===== src/rtl/mips_pkg.sv =====
// Shared types for the MIPS MEM stage: FSM states and the EX/MEM and MEM/WB pipeline records.
package mips_pkg;

    localparam int DEF_ADDR_W = 16;

    typedef enum logic {
        RUN    = 1'b0,
        ACCESS = 1'b1
    } mem_state_t;

    typedef struct packed {
        logic        valid;
        logic [31:0] alu_result;
        logic [31:0] store_data;
        logic [4:0]  write_register;
        logic [31:0] branch_target;
        logic        zero;
        logic        branch;
        logic        mem_read;
        logic        mem_write;
        logic        reg_write;
        logic        mem_to_reg;
    } ex_mem_t;

    typedef struct packed {
        logic        valid;
        logic        reg_write;
        logic        mem_to_reg;
        logic [31:0] read_data;
        logic [31:0] alu_result;
        logic [4:0]  write_register;
    } mem_wb_t;

    function automatic logic is_mem_op(ex_mem_t e);
        return e.valid & (e.mem_read | e.mem_write);
    endfunction

    // Word accesses only: any nonzero low address bit makes the access illegal.
    function automatic logic is_aligned_mem_op(ex_mem_t e);
        return is_mem_op(e) & (e.alu_result[1:0] == 2'b00);
    endfunction

endpackage


===== src/rtl/mem_stage_if.sv =====
// Data-memory request/acknowledge bus between the MEM stage (master) and data memory (slave).
interface mem_stage_if
    import mips_pkg::*;
#(
    parameter int ADDR_W = DEF_ADDR_W
) ();

    logic              dmem_req;
    logic              dmem_we;
    logic [ADDR_W-1:0] dmem_addr;
    logic [31:0]       dmem_wdata;
    logic [31:0]       dmem_rdata;
    logic              dmem_ack;

    modport master (
        output dmem_req, dmem_we, dmem_addr, dmem_wdata,
        input  dmem_rdata, dmem_ack
    );

    modport slave (
        input  dmem_req, dmem_we, dmem_addr, dmem_wdata,
        output dmem_rdata, dmem_ack
    );

endinterface


===== src/rtl/ex_mem_reg.sv =====
// EX/MEM pipeline register: async active-low reset, loads only when enabled (held during stalls).
module ex_mem_reg
    import mips_pkg::*;
(
    input  logic    clk,
    input  logic    reset,
    input  logic    i_en,
    input  ex_mem_t i_d,
    output ex_mem_t o_q
);

    ex_mem_t r_q;

    always_ff @(posedge clk or negedge reset) begin
        if (!reset) begin
            r_q <= '0;
        end else if (i_en) begin
            r_q <= i_d;
        end
    end

    assign o_q = r_q;

endmodule


===== src/rtl/mem_stage.sv =====
// MEM stage of the 5-stage MIPS pipeline: EX/MEM register, data-memory handshake FSM with
// timeout/misalignment abort, branch resolution and the MEM/WB register.
module mem_stage
    import mips_pkg::*;
#(
    parameter int ADDR_W  = DEF_ADDR_W,
    parameter int TIMEOUT = 8
) (
    input  logic        clk,
    input  logic        reset,
    input  logic        ex_valid,
    input  logic [31:0] ex_alu_result,
    input  logic [31:0] ex_store_data,
    input  logic [4:0]  ex_write_register,
    input  logic [31:0] ex_branch_target,
    input  logic        ex_zero,
    input  logic        ex_ctrl_branch,
    input  logic        ex_ctrl_mem_read,
    input  logic        ex_ctrl_mem_write,
    input  logic        ex_ctrl_reg_write,
    input  logic        ex_ctrl_mem_to_reg,
    output logic        stall,
    output logic        pc_src,
    output logic [31:0] branch_target,
    mem_stage_if.master dmem,
    output logic        wb_valid,
    output logic        wb_reg_write,
    output logic        wb_mem_to_reg,
    output logic [31:0] wb_read_data,
    output logic [31:0] wb_alu_result,
    output logic [4:0]  wb_write_register,
    output logic        bus_error,
    output logic        misaligned
);

    localparam logic [7:0] TO_LAST = 8'(TIMEOUT - 1);

    mem_state_t r_state, w_nextState;
    logic [7:0] r_waitCnt, w_nextWaitCnt;
    mem_wb_t    r_memWb, w_nextMemWb;
    logic       r_busError, r_misaligned;
    ex_mem_t    w_exIn, w_exMem;
    logic       w_stall, w_timeout, w_inMisaligned;

    assign w_exIn = '{valid: ex_valid, alu_result: ex_alu_result, store_data: ex_store_data,
                      write_register: ex_write_register, branch_target: ex_branch_target,
                      zero: ex_zero, branch: ex_ctrl_branch, mem_read: ex_ctrl_mem_read,
                      mem_write: ex_ctrl_mem_write, reg_write: ex_ctrl_reg_write,
                      mem_to_reg: ex_ctrl_mem_to_reg};

    ex_mem_reg u_exMemReg (
        .clk   (clk),
        .reset (reset),
        .i_en  (~w_stall),
        .i_d   (w_exIn),
        .o_q   (w_exMem)
    );

    assign w_inMisaligned = is_mem_op(w_exIn) & (w_exIn.alu_result[1:0] != 2'b00);

    // Non-ack ACCESS cycles and misaligned/aborted ops in RUN all write a bubble into MEM/WB.
    always_comb begin
        w_stall       = (r_state == ACCESS) & ~dmem.dmem_ack;
        w_timeout     = w_stall & (r_waitCnt == TO_LAST);
        w_nextState   = r_state;
        w_nextWaitCnt = r_waitCnt;
        w_nextMemWb   = '0;
        case (r_state)
            RUN: begin
                if (!is_mem_op(w_exMem)) begin
                    w_nextMemWb = '{valid: w_exMem.valid, reg_write: w_exMem.reg_write,
                                    mem_to_reg: w_exMem.mem_to_reg, read_data: 32'd0,
                                    alu_result: w_exMem.alu_result,
                                    write_register: w_exMem.write_register};
                end
                if (is_aligned_mem_op(w_exIn)) begin
                    w_nextState   = ACCESS;
                    w_nextWaitCnt = 8'd0;
                end
            end
            ACCESS: begin
                if (dmem.dmem_ack) begin
                    w_nextMemWb = '{valid: 1'b1, reg_write: w_exMem.reg_write,
                                    mem_to_reg: w_exMem.mem_to_reg,
                                    read_data: w_exMem.mem_read ? dmem.dmem_rdata : 32'd0,
                                    alu_result: w_exMem.alu_result,
                                    write_register: w_exMem.write_register};
                    w_nextWaitCnt = 8'd0;
                    if (!is_aligned_mem_op(w_exIn)) begin
                        w_nextState = RUN;
                    end
                end else if (w_timeout) begin
                    w_nextState = RUN;
                end else begin
                    w_nextWaitCnt = r_waitCnt + 8'd1;
                end
            end
            default: w_nextState = RUN;
        endcase
    end

    always_ff @(posedge clk or negedge reset) begin
        if (!reset) begin
            r_state      <= RUN;
            r_waitCnt    <= 8'd0;
            r_memWb      <= '0;
            r_busError   <= 1'b0;
            r_misaligned <= 1'b0;
        end else begin
            r_state      <= w_nextState;
            r_waitCnt    <= w_nextWaitCnt;
            r_memWb      <= w_nextMemWb;
            r_busError   <= w_timeout;
            r_misaligned <= ~w_stall & w_inMisaligned;
        end
    end

    assign stall             = w_stall;
    assign pc_src            = w_exMem.valid & w_exMem.branch & w_exMem.zero;
    assign branch_target     = w_exMem.branch_target;
    assign dmem.dmem_req     = (r_state == ACCESS);
    assign dmem.dmem_we      = (r_state == ACCESS) & w_exMem.mem_write;
    assign dmem.dmem_addr    = (r_state == ACCESS) ? w_exMem.alu_result[ADDR_W-1:0] : '0;
    assign dmem.dmem_wdata   = (r_state == ACCESS) ? w_exMem.store_data : 32'd0;
    assign wb_valid          = r_memWb.valid;
    assign wb_reg_write      = r_memWb.reg_write;
    assign wb_mem_to_reg     = r_memWb.mem_to_reg;
    assign wb_read_data      = r_memWb.read_data;
    assign wb_alu_result     = r_memWb.alu_result;
    assign wb_write_register = r_memWb.write_register;
    assign bus_error         = r_busError;
    assign misaligned        = r_misaligned;

endmodule


===== src/flat_wrapper.sv =====
// flat-port wrapper written by rule: the top's interface ports become plain ports
module mem_stage_flat import mips_pkg::*;
#(
    parameter int ADDR_W  = DEF_ADDR_W,
    parameter int TIMEOUT = 8
)
  (clk, reset, ex_valid, ex_alu_result, ex_store_data, ex_write_register, ex_branch_target, ex_zero, ex_ctrl_branch, ex_ctrl_mem_read, ex_ctrl_mem_write, ex_ctrl_reg_write, ex_ctrl_mem_to_reg, stall, pc_src, branch_target, wb_valid, wb_reg_write, wb_mem_to_reg, wb_read_data, wb_alu_result, wb_write_register, bus_error, misaligned, dmem_dmem_req, dmem_dmem_we, dmem_dmem_addr, dmem_dmem_wdata, dmem_dmem_rdata, dmem_dmem_ack);
  mem_stage_if #(.ADDR_W(ADDR_W)) dmem_i ();
  input  logic clk;
  input  logic reset;
  input  logic ex_valid;
  input  logic [31:0] ex_alu_result;
  input  logic [31:0] ex_store_data;
  input  logic [4:0] ex_write_register;
  input  logic [31:0] ex_branch_target;
  input  logic ex_zero;
  input  logic ex_ctrl_branch;
  input  logic ex_ctrl_mem_read;
  input  logic ex_ctrl_mem_write;
  input  logic ex_ctrl_reg_write;
  input  logic ex_ctrl_mem_to_reg;
  output logic stall;
  output logic pc_src;
  output logic [31:0] branch_target;
  output logic wb_valid;
  output logic wb_reg_write;
  output logic wb_mem_to_reg;
  output logic [31:0] wb_read_data;
  output logic [31:0] wb_alu_result;
  output logic [4:0] wb_write_register;
  output logic bus_error;
  output logic misaligned;
  output wire logic [$bits(dmem_i.dmem_req)-1:0] dmem_dmem_req;
  output wire logic [$bits(dmem_i.dmem_we)-1:0] dmem_dmem_we;
  output wire logic [$bits(dmem_i.dmem_addr)-1:0] dmem_dmem_addr;
  output wire logic [$bits(dmem_i.dmem_wdata)-1:0] dmem_dmem_wdata;
  input wire logic [$bits(dmem_i.dmem_rdata)-1:0] dmem_dmem_rdata;
  input wire logic [$bits(dmem_i.dmem_ack)-1:0] dmem_dmem_ack;
  assign dmem_dmem_req = dmem_i.dmem_req;
  assign dmem_dmem_we = dmem_i.dmem_we;
  assign dmem_dmem_addr = dmem_i.dmem_addr;
  assign dmem_dmem_wdata = dmem_i.dmem_wdata;
  assign dmem_i.dmem_rdata = dmem_dmem_rdata;
  assign dmem_i.dmem_ack = dmem_dmem_ack;
  mem_stage #(.ADDR_W(ADDR_W), .TIMEOUT(TIMEOUT)) u_core (.clk(clk), .reset(reset), .ex_valid(ex_valid), .ex_alu_result(ex_alu_result), .ex_store_data(ex_store_data), .ex_write_register(ex_write_register), .ex_branch_target(ex_branch_target), .ex_zero(ex_zero), .ex_ctrl_branch(ex_ctrl_branch), .ex_ctrl_mem_read(ex_ctrl_mem_read), .ex_ctrl_mem_write(ex_ctrl_mem_write), .ex_ctrl_reg_write(ex_ctrl_reg_write), .ex_ctrl_mem_to_reg(ex_ctrl_mem_to_reg), .stall(stall), .pc_src(pc_src), .branch_target(branch_target), .dmem(dmem_i), .wb_valid(wb_valid), .wb_reg_write(wb_reg_write), .wb_mem_to_reg(wb_mem_to_reg), .wb_read_data(wb_read_data), .wb_alu_result(wb_alu_result), .wb_write_register(wb_write_register), .bus_error(bus_error), .misaligned(misaligned));
endmodule

===== config.mk =====
export PLATFORM = sky130hd
export DESIGN_NAME = mem_stage_flat
export DESIGN_NICKNAME = d
export VERILOG_FILES = /design/src/rtl/mips_pkg.sv /design/src/rtl/mem_stage_if.sv /design/src/rtl/ex_mem_reg.sv /design/src/rtl/mem_stage.sv /design/src/flat_wrapper.sv
export SDC_FILE = /design/constraint.sdc
export NUM_CORES = 1
export LEC_CHECK = 0
export BUFFER_PORTS_ARGS = -buffer_cell sky130_fd_sc_hd__buf_2
export CAP_MARGIN = 20
export CORE_ASPECT_RATIO = 1.1
export CORE_UTILIZATION = 43
export DETAILED_ROUTE_END_ITERATION = 10
export PLACE_DENSITY = 0.78
export SYNTH_ARGS = -nofsm -noshare
export SYNTH_HDL_FRONTEND = slang
export SYNTH_SLANG_ARGS = --single-unit

===== constraint.sdc =====
create_clock -name clk -period 1.5 [get_ports clk]
set_clock_uncertainty 0.05 [all_clocks]
set_input_delay 0.45 -clock clk [delete_from_list [all_inputs] [get_ports clk]]
set_output_delay 0.45 -clock clk [all_outputs]
set_load 0.02 [all_outputs]

==> results.cfg, run 1 <==
[run_status]
status = finished, violations left
failed_checks = negative setup slack

[setup_path]
worstSetupPathType = flip-flop to output pin
critPathMaxFanout = 41
critPathArrivalTime_ns = 1.40
start_kind = flip-flop
reg2reg_to = u_core.wb_alu_result[3]
crit_start = u_core.dmem.dmem_req
crit_end = dmem_dmem_addr[1]
endpoint_kind = output pin
rrSetupSlack_ns = -0.11
r2r_cells = 8
cp.required_ns = 1.00
r2r-start = u_core.dmem.dmem_req

[place]
placed_area_um2 = 9350
place_inst = 1260
post-dp-hpwl_um = 12800
gp_congestion = 0.795
portBuffers = 300

[global_route]
grt_max_degree = 50
grt_antenna_before_repair = 0
track_usage_pct = 21.1
overflow = 0
first_global_vias = 5923
grt_pass1_wl_um = 29200

[sta]
maxSlewHeadroom_pct = 58.3
final-setup-viol-count = 127
rsz0062_at_grt = yes
max_freq_ghz = 0.528
fin_setup_tns_ns = -23.38
tightest_slew_ns = 0.625
period_share_pct = 126
period_needed_ns = 1.90
fin_hold_ws_ns = 0.163
hold_viol_final = 0
fin_ws_ns = -0.395
drv_slew = 0

[power_and_ir_drop]
p_int_mw = 9.06
p_clk_share_pct = 38.0
leakagePower_nw = 6.15
power.density_nw_per_um2 = 1150
power.share.switching_pct = 28.1
p_sw_mw = 3.55
combPwrFrac_pct = 16.5
ir_drop_mv = 0.701
p_seq_share_pct = 45.5

[synth]
async_reset_ff_share_pct = 100
yosysTopAreaCellShare_pct = 63.7
yosys-top-cells-count = 327 x nand2_1, 191 x dfrtp_1, 82 x and2_1
synth_edf_count = 0
synth.avg_cell_area_um2 = 9.81
synth_top_area_cell = dfrtp_1
synth_cell_types = 29
ys.flop_type = dfrtp_1
ys_warn_count = 0
synth.top_cells.by_area = dfrtp_1 64%, nand2_1 16%, and2_1 6.8%
synth_cells = 764
syn_nets = 909
syn-cell-area_um2 = 7500
synth.most_common_cell = nand2_1
ys_seq_area_share_pct = 63.7
synth-seq-cells = 191

[route]
ant_nets = 0
wl_um = 21100
num_vias = 6287
via_per_inst = 4.72
drtPass1Iterations = 6
route.detailed.drc = 0
wl_per_cell_um = 15.8
drt_iter0_drc = 333

[floorplan]
fp.dieH_um = 141
dieArea_um2 = 18000
ioPinCount = 301
core_area_um2 = 17000
rows = 50
die_w_um = 128
start_util_pct = 44.1

[clocking]
cts_buffers = 17
cts_tree = yes
clockBufferDepth = 2
cts_root_buf = clkbuf_16
path_clk_slew_ns = 0.08
cts_sinks = 191
clk_latency_ns = 0.42
cts_max_level = 4

[finish]
seq_area_um2 = 4780
synthToLayoutAreaGrowth_pct = 46.2
diodes = 0
largest_register_ffs = 108
fin_cells = 1332
n_fill_cell = 1316
final_nets = 1230
finalInstanceArea_um2 = 11000
multi_input_area_um2 = 2330
drive_gt1_share_pct = 38.4

[worst_hold_path]
hold_class = input pin to flip-flop

[flow_run]
drv_cap = 0
[layout by cell type, fill, tap and decap left out, drive strengths merged, types with 2 or more instances in the layout]
master and n:
inv 10, and2 82, a21oi 9, o21ai 9, nor2 8, or3 2, dfrtp 191, nand3 3
buf 362, and3 43, ha 2, clkinv 4, clkbuf 30, nand2 327, bufinv 2, nand4 2
[kinds of logic (layout without fill, tap and decap cells)]
kind of cell	count (synthesis)	in the layout	synth area share, %
simple gates	472	472	28.5
flops	191	191	63.7
buf+inv	76	410	5.69
compound gates	23	23	1.74
fa+ha+maj	2	2	0.334
[per-stage QoR]
| step | total power [mW] | utilization (%) | setup slack (ns) |
|---|---|---|---|
| floorplan | 6.78 | - | -0.0137 |
| global placement | 7.51 | 54.9 | -0.108 |
| detailed placement | 7.55 | 54.9 | -0.123 |
| CTS | 12.4 | 60.0 | -0.392 |
| global route | 13.1 | 64.4 | -0.451 |
| finish | 12.6 | 64.4 | -0.395 |
[power by group through the flow]
stage,clock network [mW],registers (mW),logic [mW]
2_1_floorplan,0,5.98,0.803
3_3_place_gp,0,5.82,1.69
3_5_place_dp,0,5.83,1.73
4_1_cts,4.89,5.72,1.83
5_1_grt,5.09,5.78,2.25
6_report,4.80,5.74,2.08
[layer usage]
metal | part of all wire [%] | GRT usage [%] | vias up | routed length [um]
li1 | - | - | 2989 | -
met4 | 2.7 | 8.92 | 0 | 565
met1 | 39 | 24.6 | 2984 | 8150
met2 | 53 | 37.3 | 268 | 11100
met3 | 6.1 | 4.66 | 46 | 1290
met5 | 0 | 0 | - | 0
[layout make-up]
| class | instances | area share [%] |
|---|---|---|
| well taps | 234 | 2.67 |
| multi-input cells | 497 | 21.3 |
| clock inverters | 15 | 1.92 |
| repair buffers | 376 | 26.5 |
| inverters | 2 | 0.0913 |
| clock buffers | 17 | 3.88 |
| flip-flops and latches | 191 | 43.6 |
[timing repair]
item	in CTS	in global routing
endpoints found under the setup margin	58	207
hold buffers	1	0
gates resized for setup	32	90
pin swaps	5	1
setup buffers	5	14
gates cloned	2	18
hold endpoints to repair	22	0
[worst min-delay path by stage]
stage	start	to	slack (ns)	cells after the start
after global routing	ex_write_register[0]	u_core.u_exMemReg.o_q[38]	0.15	3
after CTS	ex_store_data[12]	u_core.u_exMemReg.o_q[55]	0.14	3
after floorplan	reset	u_core.bus_error	0.10	0
after global placement	reset	u_core.wb_read_data[20]	0.30	1
final	ex_store_data[1]	u_core.u_exMemReg.o_q[44]	0.16	3
after detailed placement	reset	u_core.wb_read_data[21]	0.30	1
[critical path, stage by stage, from the launching register on]
cell     delay, ns
dfrtp_2       0.46
buf_12        0.18
and2_1        0.16
buf_4         0.16
No activity file was read; power rests on OpenSTA's default activity.
==> run 2, diff against run 1 <==
Settings changed: SKIP_LAST_GASP from default to 1.
==> run 2 against run 1 <==
The run still ends with negative setup slack left. Non-clock buffer count is 2 higher. Sequential share of layout area grew 0.28 points. Highest routed layer unchanged. Clock power about the same. Utilization fell by 0.40 points. Critical endpoint is now stall.
==> results.cfg, run 2 (synthesized netlist as in run 1, its figures left out) <==
[power_and_ir_drop]
power.density_nw_per_um2 = 1160
leakagePower_nw = 6.17
ir_drop_mv = 0.698

[floorplan]
fp.dieH_um = 141
ioPinCount = 301
die_w_um = 128
start_util_pct = 44.1
core_area_um2 = 17000
dieArea_um2 = 18000
rows = 50

[route]
via_per_inst = 4.69
wl_per_cell_um = 15.8
drt_iter0_drc = 316
route.detailed.drc = 0
num_vias = 6260
ant_nets = 0
drtPass1Iterations = 5
wl_um = 21100

[sta]
tightest_slew_ns = 0.612
max_freq_ghz = 0.525
rsz0062_at_grt = yes
drv_slew = 0
hold_viol_final = 0
period_needed_ns = 1.90
fin_ws_ns = -0.404
final-setup-viol-count = 127
maxSlewHeadroom_pct = 59.2
fin_hold_ws_ns = 0.163
period_share_pct = 127

[finish]
final_core_util_pct = 64.0
largest_register_ffs = 108
n_fill_cell = 1335
synthToLayoutAreaGrowth_pct = 45.2
final_common_cell = nand2_1
final_nets = 1232
drive_gt1_share_pct = 38.5
most-common-layout-cells = 327 x nand2_1, 273 x buf_2, 190 x dfrtp_1, 81 x and2_1, 41 x and3_1
multi_input_area_um2 = 2330
seq_area_um2 = 4780
diodes = 0
finalInstanceArea_um2 = 10900

[clocking]
cts_tree = yes
clk_latency_ns = 0.42
clockBufferDepth = 2
cts_buffers = 17
path_clk_slew_ns = 0.08
cts_max_level = 4
cts_root_buf = clkbuf_16
cts_sinks = 191

[setup_path]
critPathMaxFanout = 6
path_cells = buf_4 -> buf_6 -> nand2b_4 -> inv_4 -> buf_6
critPathArrivalTime_ns = 1.40
crit_start = u_core.dmem.dmem_req
cp_slowest_cell = dfrtp_2
max_stage_delay_ns = 0.45
worstSetupPathType = flip-flop to output pin
cp.required_ns = 1.00
start_kind = flip-flop
r2r-start = u_core.dmem.dmem_req
endpoint_kind = output pin
crit_path_frequent_cell = buf_6

[global_route]
track_usage_pct = 21.0
grt_max_degree = 50
grt_antenna_before_repair = 0
grt_pass1_wl_um = 29100
overflow = 0
first_global_vias = 5905

[place]
post-dp-hpwl_um = 12800
dp_slack_ns = -0.123
portBuffers = 300
gp_congestion = 0.795
placed_area_um2 = 9350

[worst_hold_path]
hold_class = input pin to flip-flop
hp-start = ex_store_data[28]

[flow_run]
drv_cap = 0

[run_status]
status = finished, violations left
failed_checks = negative setup slack
[run 2: changes by cell type in the layout (fill, tap and decap cells not counted)]
cell,before,now
buf_2,235,273
buf_4,69,35
buf_6,33,28
buf_8,4,6
and2_1,80,81
and2_4,2,1
clkbuf_16,29,30
[run 2: worst max-delay path: cells and delay by family, from the launching register on]
| family | cells | cell delay [ns] |
|---|---|---|
| DFF | 1 | 0.45 |
| buffers and inverters | 4 | 0.45 |
| and+or+nand+nor | 1 | 0.08 |
[run 2: final timing paths]
check,endpoint,slack [ns],depth (start not counted)
worst min-delay path,u_core.u_exMemReg.o_q[71],0.16,3
max in group asynchronous,u_core.dmem.dmem_req,0.42,3
worst min register to register,u_core.u_exMemReg.o_q[93],0.41,2
min in group asynchronous,u_core.wb_read_data[21],0.42,2
worst max-delay path,stall,-0.40,5
worst max register to register,u_core.wb_alu_result[3],-0.11,8
[run 2: layout make-up]
type / instances / area share [%]
Sequential cell: 191 / 43.9
Timing Repair Buffer: 378 / 26.1
Multi-Input combinational cell: 497 / 21.4
Clock buffer: 17 / 3.91
Tap cell: 234 / 2.69
Clock inverter: 15 / 1.93
Inverter: 2 / 0.0919
[run 2: metrics by stage]
step	setup TNS [ns]	instances	power, mW
final	-22.19	1334	12.6
after global routing	-30.68	1334	13.1
after CTS	-21.36	1300	12.4
after detailed placement	-0.817	1260	7.55
after global placement	-0.533	1260	7.51
after floorplan	-0.0137	764	6.78
[run 2: power breakdown]
part / total, mW / switching (mW) / leakage, nW / internal [mW]
combinational: 2.06 / 1.14 / 3.50 / 0.913
clock: 4.79 / 2.20 / 0.308 / 2.59
sequential: 5.73 / 0.195 / 2.37 / 5.54
[run 2: routing by layer]
| layer | wire [um] | track usage, % | vias up |
|---|---|---|---|
| li1 | - | - | 2992 |
| met1 | 8210 | 24.6 | 2966 |
| met2 | 11000 | 37.1 | 260 |
| met3 | 1290 | 4.62 | 42 |
| met4 | 559 | 8.98 | 0 |
| met5 | 0 | 0 | - |
[run 2: what timing repair did]
item,4_1_cts,5_1_grt
gates cloned,2,20
resized for setup,17,64
setup buffers,5,14
endpoints found under the setup margin,58,216
hold buffers,1,0
pin swaps,4,1
hold endpoints to repair,22,0
==> run 3, diff against run 2 <==
Settings changed: CORE_ASPECT_RATIO 1.1 to 2, TNS_END_PERCENT from default to 30.
==> run 3 against run 2 <==
The run still ends with negative setup slack left. Final area down 7.5%. Die area up 0.17%. Via count down 4.3%. Hold slack worse by 0.0021 ns. Final cell count down 3.8%.
==> results.cfg, run 3 (synthesized netlist as in run 1, its figures left out) <==
[place]
post-dp-hpwl_um = 13500
gp_congestion = 0.836
place_inst = 1234
dp_slack_ns = -0.0996
portBuffers = 300
placed_area_um2 = 9240

[finish]
n_fill_cell = 1528
final_core_util_pct = 58.6
final_nets = 1205
finalInstanceArea_um2 = 10100
most-common-layout-cells = 327 x nand2_1, 297 x buf_2, 190 x dfrtp_1, 82 x and2_1, 42 x and3_1
diodes = 0
synthToLayoutAreaGrowth_pct = 34.3
largest_register_ffs = 108
drive_gt1_share_pct = 36.5
final_common_cell = nand2_1
fin_cells = 1283

[sta]
hold_viol_final = 0
final-setup-viol-count = 129
period_share_pct = 127
max_freq_ghz = 0.525
drv_slew = 0
fin_setup_tns_ns = -26.15
rsz0062_at_grt = yes
fin_hold_ws_ns = 0.161
fin_ws_ns = -0.405
tightest_slew_ns = 0.921
maxSlewHeadroom_pct = 38.6
period_needed_ns = 1.90

[route]
via_per_inst = 4.67
drt_iter0_drc = 150
wl_per_cell_um = 15.3
wl_um = 19600
num_vias = 5989
drtPass1Iterations = 6
route.detailed.drc = 0
ant_nets = 0

[flow_run]
drv_cap = 0

[clocking]
cts_sinks = 191
cts_tree = yes
cts_root_buf = clkbuf_16
clockBufferDepth = 2
cts_max_level = 4
clk_latency_ns = 0.43
path_clk_slew_ns = 0.07
cts_buffers = 17

[power_and_ir_drop]
leakagePower_nw = 5.79
power.density_nw_per_um2 = 1200
ir_drop_mv = 0.731
total_power_mw = 12.1

[floorplan]
ioPinCount = 301
rows = 68
die_w_um = 95.4
dieArea_um2 = 18000
core_area_um2 = 17200
fp.dieH_um = 189
start_util_pct = 43.6

[global_route]
grt_antenna_before_repair = 0
first_global_vias = 5797
overflow = 0
track_usage_pct = 21.1
grt_pass1_wl_um = 28700
grt_max_degree = 67

[worst_hold_path]
hold_class = input pin to flip-flop

[setup_path]
rrSetupSlack_ns = -0.26
cp.required_ns = 1.00
critPathMaxFanout = 25
worstSetupPathType = flip-flop to output pin
critPathArrivalTime_ns = 1.40
endpoint_kind = output pin
start_kind = flip-flop

[run_status]
status = finished, violations left
failed_checks = negative setup slack
[run 3: cell count changes in the layout (fill, tap and decap cells not counted), sizes merged]
| cell | change |
|---|---|
| clkinvlp | +1 |
| clkbuf | -8 |
| inv | -6 |
| o21ai | +4 |
| clkinv | +1 |
| buf | -19 |
[run 3: where the power goes]
part / switching [mW] / leakage, nW / internal [mW] / total (mW)
combinational: 1.08 / 3.13 / 0.702 / 1.78
sequential: 0.198 / 2.37 / 5.54 / 5.74
clock: 1.96 / 0.292 / 2.61 / 4.57
[run 3: routing by layer]
layer | track usage (%) | vias to the layer above | part of all wire, %
li1 | - | 2934 | -
met3 | 4.40 | 43 | 4.7
met5 | 0 | - | 0
met4 | 11.9 | 0 | 3.6
met2 | 36.7 | 200 | 54
met1 | 23.3 | 2812 | 38
[run 3: path summary, 6_finish.rpt]
check	endpoint	start	depth (start not counted)
min	u_core.u_exMemReg.o_q[57]	ex_store_data[14]	3
max in group asynchronous	u_core.u_exMemReg.o_q[25]	reset	3
min in group asynchronous	u_core.u_exMemReg.o_q[46]	reset	2
max reg2reg	u_core.wb_alu_result[6]	u_core.u_exMemReg.o_q[3]	2
min reg2reg	u_core.u_exMemReg.o_q[98]	u_core.u_exMemReg.o_q[98]	2
max	dmem_dmem_addr[2]	u_core.dmem.dmem_req	3
[run 3: timing repair]
item,4_1_cts,5_1_grt
setup endpoints to repair,98,202
gates cloned,0,5
hold buffers,1,0
endpoints found under the hold margin,10,0
resized for setup,0,17
setup buffers,3,8
pin swaps,0,2
[run 3: area by class of cell]
cell class                 count  area [um2]  area share, %
inverter                       2        12.5          0.124
tap                          210         263           2.61
multi-input combinational    501        2380           23.6
clock inverter                11         131           1.30
timing repair buffer         347        2030           20.2
sequential                   191        4780           47.5
clock buffer                  21         470           4.67
[run 3: worst max-delay path, cell delays in order, from the launching register on]
cell and delay, ns:
dfrtp_2 0.44, buf_12 0.18, and2_1 0.17, buf_2 0.18
